$ cat src/rtl/dram_pkg.sv
// Shared types and constants for the DRAM responder.
// Imported by the responder top and its storage array.
package dram_pkg;

  typedef enum logic [1:0] {
    IDLE    = 2'd0,
    BUSY    = 2'd1,
    RESPOND = 2'd2,
    RELEASE = 2'd3
  } dram_state_t;

  localparam logic LSU_LOAD  = 1'b0;
  localparam logic LSU_STORE = 1'b1;

  localparam int WORD_OFFSET = 2;

endpackage

$ cat src/rtl/dram_storage.sv
// Word array with per-word valid bits; unwritten words
// read back as their own index, zero-extended.
module dram_storage
  import dram_pkg::*;
#(
  parameter int DATA_WIDTH = 11,
  parameter int ADDR_BITS  = 8
) (
  input  logic                  clk,
  input  logic                  rst,
  input  logic                  i_we,
  input  logic [ADDR_BITS-1:0]  i_idx,
  input  logic [DATA_WIDTH-1:0] i_wdata,
  output logic [DATA_WIDTH-1:0] o_rdata
);

  localparam int DEPTH = 1 << ADDR_BITS;

  logic [DATA_WIDTH-1:0] r_mem [DEPTH];
  logic [DEPTH-1:0]      r_valid;

  // Contents survive reset; only validity is cleared.
  always_ff @(posedge clk) begin
    if (i_we) begin
      r_mem[i_idx] <= i_wdata;
    end
  end

  always_ff @(posedge clk or negedge rst) begin
    if (!rst) begin
      r_valid <= '0;
    end else if (i_we) begin
      r_valid[i_idx] <= 1'b1;
    end
  end

  always_comb begin
    o_rdata = DATA_WIDTH'(i_idx);
    if (r_valid[i_idx]) begin
      o_rdata = r_mem[i_idx];
    end
  end

endmodule

$ cat src/rtl/dram_responder.sv
// Memory-side responder: captures a cache-miss request, waits
// a fixed latency, then returns one mem_ready strobe with data.
module dram_responder
  import dram_pkg::*;
#(
  parameter int DATA_WIDTH = 11,
  parameter int TAG_WIDTH  = 20,
  parameter int ADDR_BITS  = 8,
  parameter int LATENCY    = 4
) (
  input  logic                  clk,
  input  logic                  rst,
  input  logic [31:0]           address,
  input  logic                  lsu_operator,
  input  logic                  mem_req,
  input  logic [DATA_WIDTH-1:0] write_data_int,
  output logic                  mem_ready,
  output logic [DATA_WIDTH-1:0] dram_data_out,
  output logic                  busy
);

  localparam int CNT_W =
    (LATENCY > 1) ? $clog2(LATENCY) : 1;

  if (LATENCY < 1) begin : g_bad_latency
    $error("dram_responder: LATENCY must be >= 1");
  end
  if (TAG_WIDTH < 1) begin : g_bad_tag
    $error("dram_responder: TAG_WIDTH must be >= 1");
  end

  dram_state_t           r_state;
  dram_state_t           w_state_nxt;
  logic [CNT_W-1:0]      r_cnt;
  logic [CNT_W-1:0]      w_cnt_nxt;
  logic [ADDR_BITS-1:0]  r_idx;
  logic                  r_op;
  logic [DATA_WIDTH-1:0] r_wdata;
  logic [DATA_WIDTH-1:0] r_dout;
  logic [ADDR_BITS-1:0]  w_idx;
  logic [DATA_WIDTH-1:0] w_rdata;
  logic                  w_capture;
  logic                  w_respond;
  logic                  w_we;
  logic                  w_unused_addr;

  assign w_idx = address[ADDR_BITS+WORD_OFFSET-1:WORD_OFFSET];
  assign w_unused_addr = ^{address[31:ADDR_BITS+WORD_OFFSET],
                           address[WORD_OFFSET-1:0]};

  always_comb begin
    w_state_nxt = r_state;
    w_cnt_nxt   = r_cnt;
    w_capture   = 1'b0;
    w_respond   = 1'b0;
    unique case (r_state)
      IDLE: begin
        if (mem_req) begin
          w_capture   = 1'b1;
          w_cnt_nxt   = CNT_W'(LATENCY - 1);
          w_state_nxt = BUSY;
        end
      end
      BUSY: begin
        if (r_cnt == '0) begin
          w_respond   = 1'b1;
          w_state_nxt = RESPOND;
        end else begin
          w_cnt_nxt = r_cnt - 1'b1;
        end
      end
      RESPOND: w_state_nxt = RELEASE;
      RELEASE: begin
        if (!mem_req) begin
          w_state_nxt = IDLE;
        end
      end
    endcase
  end

  assign w_we = w_respond && (r_op == LSU_STORE);

  always_ff @(posedge clk or negedge rst) begin
    if (!rst) begin
      r_state <= IDLE;
      r_cnt   <= '0;
      r_idx   <= '0;
      r_op    <= LSU_LOAD;
      r_wdata <= '0;
      r_dout  <= '0;
    end else begin
      r_state <= w_state_nxt;
      r_cnt   <= w_cnt_nxt;
      if (w_capture) begin
        r_idx   <= w_idx;
        r_op    <= lsu_operator;
        r_wdata <= write_data_int;
      end
      if (w_respond) begin
        r_dout <= (r_op == LSU_STORE) ? r_wdata : w_rdata;
      end
    end
  end

  dram_storage #(
    .DATA_WIDTH (DATA_WIDTH),
    .ADDR_BITS  (ADDR_BITS)
  ) u_storage (
    .clk     (clk),
    .rst     (rst),
    .i_we    (w_we),
    .i_idx   (r_idx),
    .i_wdata (r_wdata),
    .o_rdata (w_rdata)
  );

  // Strobe is decoded from state so reset drops it at once.
  assign mem_ready     = (r_state == RESPOND);
  assign busy          = (r_state != IDLE);
  assign dram_data_out = r_dout;

endmodule
$ cat config.mk
export PLATFORM = sky130hd
export DESIGN_NAME = dram_responder
export DESIGN_NICKNAME = d
export VERILOG_FILES = /design/src/rtl/dram_pkg.sv /design/src/rtl/dram_storage.sv /design/src/rtl/dram_responder.sv
export SDC_FILE = /design/constraint.sdc
export NUM_CORES = 2
export LEC_CHECK = 0
export BUFFER_PORTS_ARGS = -buffer_cell sky130_fd_sc_hd__buf_4
export CAP_MARGIN = 20
export CELL_PAD_IN_SITES_DETAIL_PLACEMENT = 1
export CELL_PAD_IN_SITES_GLOBAL_PLACEMENT = 2
export CORE_UTILIZATION = 51
export DETAILED_ROUTE_END_ITERATION = 12
export PLACE_DENSITY_LB_ADDON = 0.25
export REMOVE_ABC_BUFFERS = 1
export SLEW_MARGIN = 0
export SYNTH_ARGS = -nofsm -noshare
export SYNTH_HDL_FRONTEND = slang
export SYNTH_SLANG_ARGS = --single-unit
$ cat constraint.sdc
create_clock -name clk -period 4.9 [get_ports clk]
set_input_delay 1.47 -clock clk [delete_from_list [all_inputs] [get_ports clk]]
set_output_delay 1.47 -clock clk [all_outputs]
set_load 0.02 [all_outputs]
# Word level (Yosys, flattened, before mapping)
# Memory sizes are Yosys's and may differ from the RTL's.
# Cells that the tools add are included.
# W data, S select, Z words.
word_totals:
  wordCells: 46
  n_memories: 1
  ramBits: 2816
  register_bits: 291
  out_inout_bits: 13
  inputBits: 47
classes:
  mux: 19
  magnitude_cmp: 2
  bitwise: 1
  add_sub_neg: 1
  reduce_logical: 8
  n_eq_ne: 7
memory_table:
  columns: ["name", "words", "word_bits", "read_ports", "rd_clocked_by_memory_dff", "write_ports", "line_no", "text"]
  rows:
  - ["u_storage.r_mem", 256, 11, 1, 0, 1, "dram_storage.sv:19", "logic [DATA_WIDTH-1:0] r_mem [DEPTH];"]
ops:
  columns: ["op", "n"]
  rows:
  - ["$or A256 B256 Y256", 1]
  - ["$mux W11", 2]
  - ["$mux W2", 5]
  - ["$lt A8 B9 Y1 const B", 1]
  - ["$bmux W1 S8", 1]
  - ["$demux W1 S8", 1]
  - ["$ge A8 B1 Y1 const B", 1]
  - ["$mux W1", 8]
  - ["$ne A2 B2 Y1 const B", 4]
  - ["$pmux W2 S4", 1]
  - ["$reduce_and A3 Y1", 2]
  - ["$eq A2 B2 Y1 const B", 2]
  - ["$logic_not A2 Y1", 2]
  - ["$pmux W2 S2", 1]
  - ["$reduce_bool A2 Y1", 2]
  - ["$eq A2 B1 Y1 const B", 1]
  - ["$logic_and A1 B1 Y1", 2]
  - ["$sub A2 B1 Y2 const B", 1]

# Logic depth before layout (Yosys ltp)
depth:
  word_depth: 6
  ltp_mapped: 15
  depth_no_buf: 8

# By module
# A second synthesis with hierarchy kept.
hier_totals:
  cells_unflattened: 5430
  area_unflattened_um2: 120150.2
by_module_without_submodules:
  columns: ["module", "instances", "cells_per_inst", "seq_area_each_um2", "area_per_inst_um2"]
  rows:
  - ["dram_storage", 1, 5300, 90967.2, 118461.1]
  - ["dram_responder", 1, 130, 875.8, 1689.1]

# Least setup slack after synthesis
# Ideal clock, no wire load.
synth_timing:
  kind: "register to register"
  from: "register r_wdata[7]"
  to: "memory u_storage.r_mem[0][7] (data pin)"
  period_less_slack_ns: 4.000
  required_time_ns: 4.094
  arrival_time_ns: 3.194
  setup_time_ns: 0.806
  path_slack_ns: 0.900
  path_stages_with_launch: 1
  n_path_buf: 0
  path_cell_list: "dfrtp_1"
synth_lines:
  columns: ["item", "line_no", "text"]
  rows:
  - ["start: declaration", "dram_responder.sv:38", "logic [DATA_WIDTH-1:0] r_wdata;"]
  - ["start signal: assignment", "dram_responder.sv:97", "r_wdata <= write_data_int;"]
  - ["end: declaration", "dram_storage.sv:19", null]
# Straight into the memory's write port.

# Final worst setup path
layout_timing:
  from: "register r_idx[1]"
  to: "register r_dout[7] (netlist: dram_data_out[7])"
layout_between:
  elab_chain_len: 4
  word_cells_on_any_way: 5
  classes_between: "mux: 4; memory: 1"
layout_rtl:
  columns: ["item", "line_no", "text"]
  rows:
  - ["start: declaration", "dram_responder.sv:36", "logic [ADDR_BITS-1:0] r_idx;"]
  - ["start signal: assignment", "dram_responder.sv:95", "r_idx <= w_idx;"]
  - ["$bmux W1 S8", "dram_storage.sv:39", "if (r_valid[i_idx]) begin"]
  - ["$mux W1 (not written as such)", "dram_storage.sv:39", null]
  - ["$mux W11 (*)", "dram_storage.sv:39", null]
  - ["$mux W11 (*)", "dram_responder.sv:100", "r_dout <= (r_op == LSU_STORE) ? r_wdata : w_rdata;"]
  - ["end signal: assignment", "dram_responder.sv:100", null]
  - ["end: declaration", "dram_responder.sv:39", "logic [DATA_WIDTH-1:0] r_dout;"]
# Every way passes the cells marked *; elsewhere a longest branch is shown, timed or not. The select of a mux whose other input is x is not followed.
# A chain may end at the register's enable or synchronous reset.

==> run_results.csv <==
group,metric,value,unit
synth,postSynthCellCount,5350,
worst_setup_path,worst_ep_arrival_time,5540,ps
die,die_x,487,um
worst_hold_path,whs_path_depth,1,
sta,setup_violations,0,
cells_and_area,stdcell_count,9296,
drt,wl_per_cell,35.4,um
sta,finalHoldViolCount,0,
synth,async_flop_share,0.0937,
sta,max_freq,213,MHz
placement,gp_congestion,0.891,
sta,worst_pin_slew,1220,ps
clock_tree,post_cts_buffers,0,
sta,fin_crit_sh,0.960,
synth,synth.distinct_cells,55,
power,p_seq_frac,0.411,
die,die_h,487,um
cells_and_area,fillCellCount,19300,
power,p_comb_frac,0.290,
drt,drcViolationCount,0,
global_route,overflow,0,
drt,wirelength,329000,um
sta,skew,100,ps
worst_setup_path,critPathMaxFanout,37,
worst_setup_path,crit_required,5740,ps
die,pin_count,60,
synth,synth_top_family_by_area,"multiplexers",
die,row_count,177,
synth,synthMuxAreaShare,0.175,
global_route,grt_max_degree,172,
clock_tree,worstSkewPairLatency,970,ps
cells_and_area,layout-area-overhead-vs-synth,14.8,%
power,p_sw_frac,0.317,
synth,yosys.area_share.simple,0.0288,
cells_and_area,nNetsFinal,5961,
synth,synth_top_area_share,0.706,
worst_setup_path,crit_type,"reg2reg",
global_route,first_global_vias,61700,
cells_and_area,multi_input_area,0.0264,mm^2
clock_tree,post_cts_resized,0,
cells_and_area,layout-drive-gt1-share,0.358,
placement,place_ws,295,ps
synth,ys_seq_area_frac,0.767,
drt,first_pass_iters,5,
sta,relSlewSlack,0.173,
power,power_frac_clock,0.299,
placement,io_buffers,35,
synth,avgSynthCellArea,22.4,um^2
worst_setup_path,cp-start-kind,"flip-flop",
synth,netlist.top_cell.by_area,"edfxtp_1",
synth,synth_adder_area_share,0.000627,
worst_setup_path,reg2reg_slack,200,ps
clock_tree,clock-root-buffer,"clkbuf_16",
clock_tree,cts_tree,"built",
die,core_area,0.233,mm^2
placement,place_inst,8706,
synth,synth-compound-area-share,0.0151,
synth,yosysWarnings,0,
drt,drtAntennaViolNets,0,
global_route,grt_pass1_wl,468000,um
die,start_util,0.514,
drt,drt_iter0_markers,7033,
worst_setup_path,r2r-end,"dram_data_out[7]$_DFFE_PN0P_",
synth,synth_xor_area_frac,0,
worst_hold_path,hp-start,"u_storage.r_valid[78]$_DFFE_PN0P_",
power,power.density,606,mW/mm^2
cells_and_area,regArea,0.0919,mm^2
flow_run,max-cap-violations,0,
sta,fin_crit,4700,ps
clock_tree,clk_pin_slew,60,ps
power,leakage,0.0460,uW
drt,vias,59200,
status,outcome,"finished clean",
worst_setup_path,critPathCaptureType,"flip-flop",
worst_hold_path,holdCritPathClass,"reg2reg",
clock_tree,holdBufCountCts,0,
clock_tree,cts_sinks,3107,
worst_setup_path,r2r-start,"r_idx[1]$_DFFE_PN0P_",
synth,ys.flop_type,"edfxtp_1",
synth,synth_area_leaders,"edfxtp_1 71%, mux4_2 17%, dfrtp_1 6.1%, or2_2 1.3%, nor2_1 0.91%",
synth,syn_area,0.120,mm^2
sta,grt_setup_unrepaired,"no",
worst_setup_path,reg2regPathDepth,11,
power,p_switching,26400,uW
die,die_area,0.237,mm^2
sta,fin_tns_setup,0,ps
clock_tree,ctsHtreeMaxLevel,5,
sta,worst_slack,195,ps
sta,whs,463,ps
synth,synth_edf_count,2816,
drt,viasPerCell,6.37,
synth,synth_seq_cells,3107,
sta,final_max_slew_viol_count,0,
clock_tree,clockBufferDepth,4,
power,internal_power,57000,uW
worst_hold_path,hold_end,"u_storage.r_valid[78]$_DFFE_PN0P_",
global_route,groute.usage.overall,0.282,
clock_tree,cts_buffers,330,
power,peakVddDrop,0.414,mV
global_route,antenna_found_initial,9,
placement,dpl.hpwl,202000,um
==> critical path, cell delays in order, from the launching register on <==
cell	delay [ps]
dfrtp_4	1140
buf_12	280
buf_12	180
buf_12	240
mux4_2	390
a22oi_1	260
a21oi_1	200
o41ai_1	1140
buf_4	280
nand4_1	110
nand3_1	150
a311oi_1	90
==> synth_stat cells (all sizes together), types with 10 or more instances <==
| master | n |
|---|---|
| nor4 | 10 |
| or2 | 257 |
| o21ai | 13 |
| buf | 163 |
| mux4 | 889 |
| mux2 | 29 |
| a21oi | 70 |
| a22oi | 130 |
| edfxtp | 2816 |
| nand2 | 56 |
| mux2i | 59 |
| dfrtp | 291 |
| inv | 10 |
| nor3 | 16 |
| nand3 | 22 |
| nor2 | 289 |
| clkbuf | 125 |
| o22ai | 13 |
==> state kept, by name (all words and copies together) (netlist names) <==
| name | flops |
|---|---|
| u_storage.r_mem | 2816 |
| u_storage.r_valid | 256 |
| dram_data_out | 11 |
| r_wdata | 11 |
| r_idx | 8 |
| r_cnt | 2 |
| r_state | 2 |
| r_op | 1 |
==> cells in the final DEF (no fill, tap or decap), types with 13 or more instances in the layout <==
cell type and instances:
mux4_2 889, nor2_1 280, clkbuf_16 338, bufinv_16 32
clkinv_2 50, dfrtp_4 15, buf_12 49, a22oi_1 130
edfxtp_1 2816, o21ai_0 13, o22ai_1 13, clkbuf_1 61
a21oi_1 70, clkinvlp_4 13, nand3_1 22, dfrtp_1 276
clkbuf_8 29, or2_2 257, mux2_2 29, clkinv_1 51
nand2_1 40, nor3_1 16, nand2_2 16, buf_4 463
mux2i_1 59
==> cell type report <==
type,instances,area share
antenna,1,0.0000182
clock buffer,428,0.0661
clock inverter,159,0.0121
inverter,12,0.000382
multi-input combinational,1943,0.192
sequential,3107,0.668
tap,3132,0.0285
timing repair buffer,514,0.0327
==> layer usage <==
layer	share of wire	global-route usage
met1	0.40	0.396
met2	0.48	0.445
met3	0.077	0.0472
met4	0.044	0.114
met5	0.00010	0
==> power groups by stage <==
stage / clock network, uW / logic [uW] / registers [uW]
after floorplan: 0 / 8950 / 36700
after global placement: 0 / 23400 / 34800
after detailed placement: 0 / 23900 / 35000
after CTS: 25200 / 24100 / 34400
after global routing: 26100 / 25100 / 34300
final: 24900 / 24200 / 34300
==> per-stage QoR <==
step | util | power, uW | area, um^2
finish | 0.590 | 83400 | 138000
global route | 0.590 | 85500 | 138000
CTS | 0.590 | 83700 | 137000
detailed placement | 0.544 | 58900 | 127000
global placement | 0.544 | 58200 | 127000
floorplan | - | 45700 | 118000
==> logic make-up after synthesis <==
kind of cell               after synthesis
AOI/OAI and AO/OA                      268
muxes                                  977
adders and majority gates                6
DFF                                   3107
and+or+nand+nor                        692
buffers and inverters                  300
==> worst max path at each step <==
stage / from / endpoint / slack (ps) / depth (start not counted)
6_report: r_idx[1]$_DFFE_PN0P_ / dram_data_out[7]$_DFFE_PN0P_ / 200 / 11
5_1_grt: r_idx[0]$_DFFE_PN0P_ / dram_data_out[7]$_DFFE_PN0P_ / 170 / 11
4_1_cts: r_idx[1]$_DFFE_PN0P_ / dram_data_out[7]$_DFFE_PN0P_ / 290 / 11
3_5_place_dp: r_idx[1]$_DFFE_PN0P_ / dram_data_out[7]$_DFFE_PN0P_ / 290 / 11
3_3_place_gp: r_idx[1]$_DFFE_PN0P_ / dram_data_out[7]$_DFFE_PN0P_ / 360 / 11
2_1_floorplan: r_idx[0]$_DFFE_PN0P_ / u_storage.r_valid[106]$_DFFE_PN0P_ / -27990 / 4
Note: power is estimated with default switching activity, not from simulation.
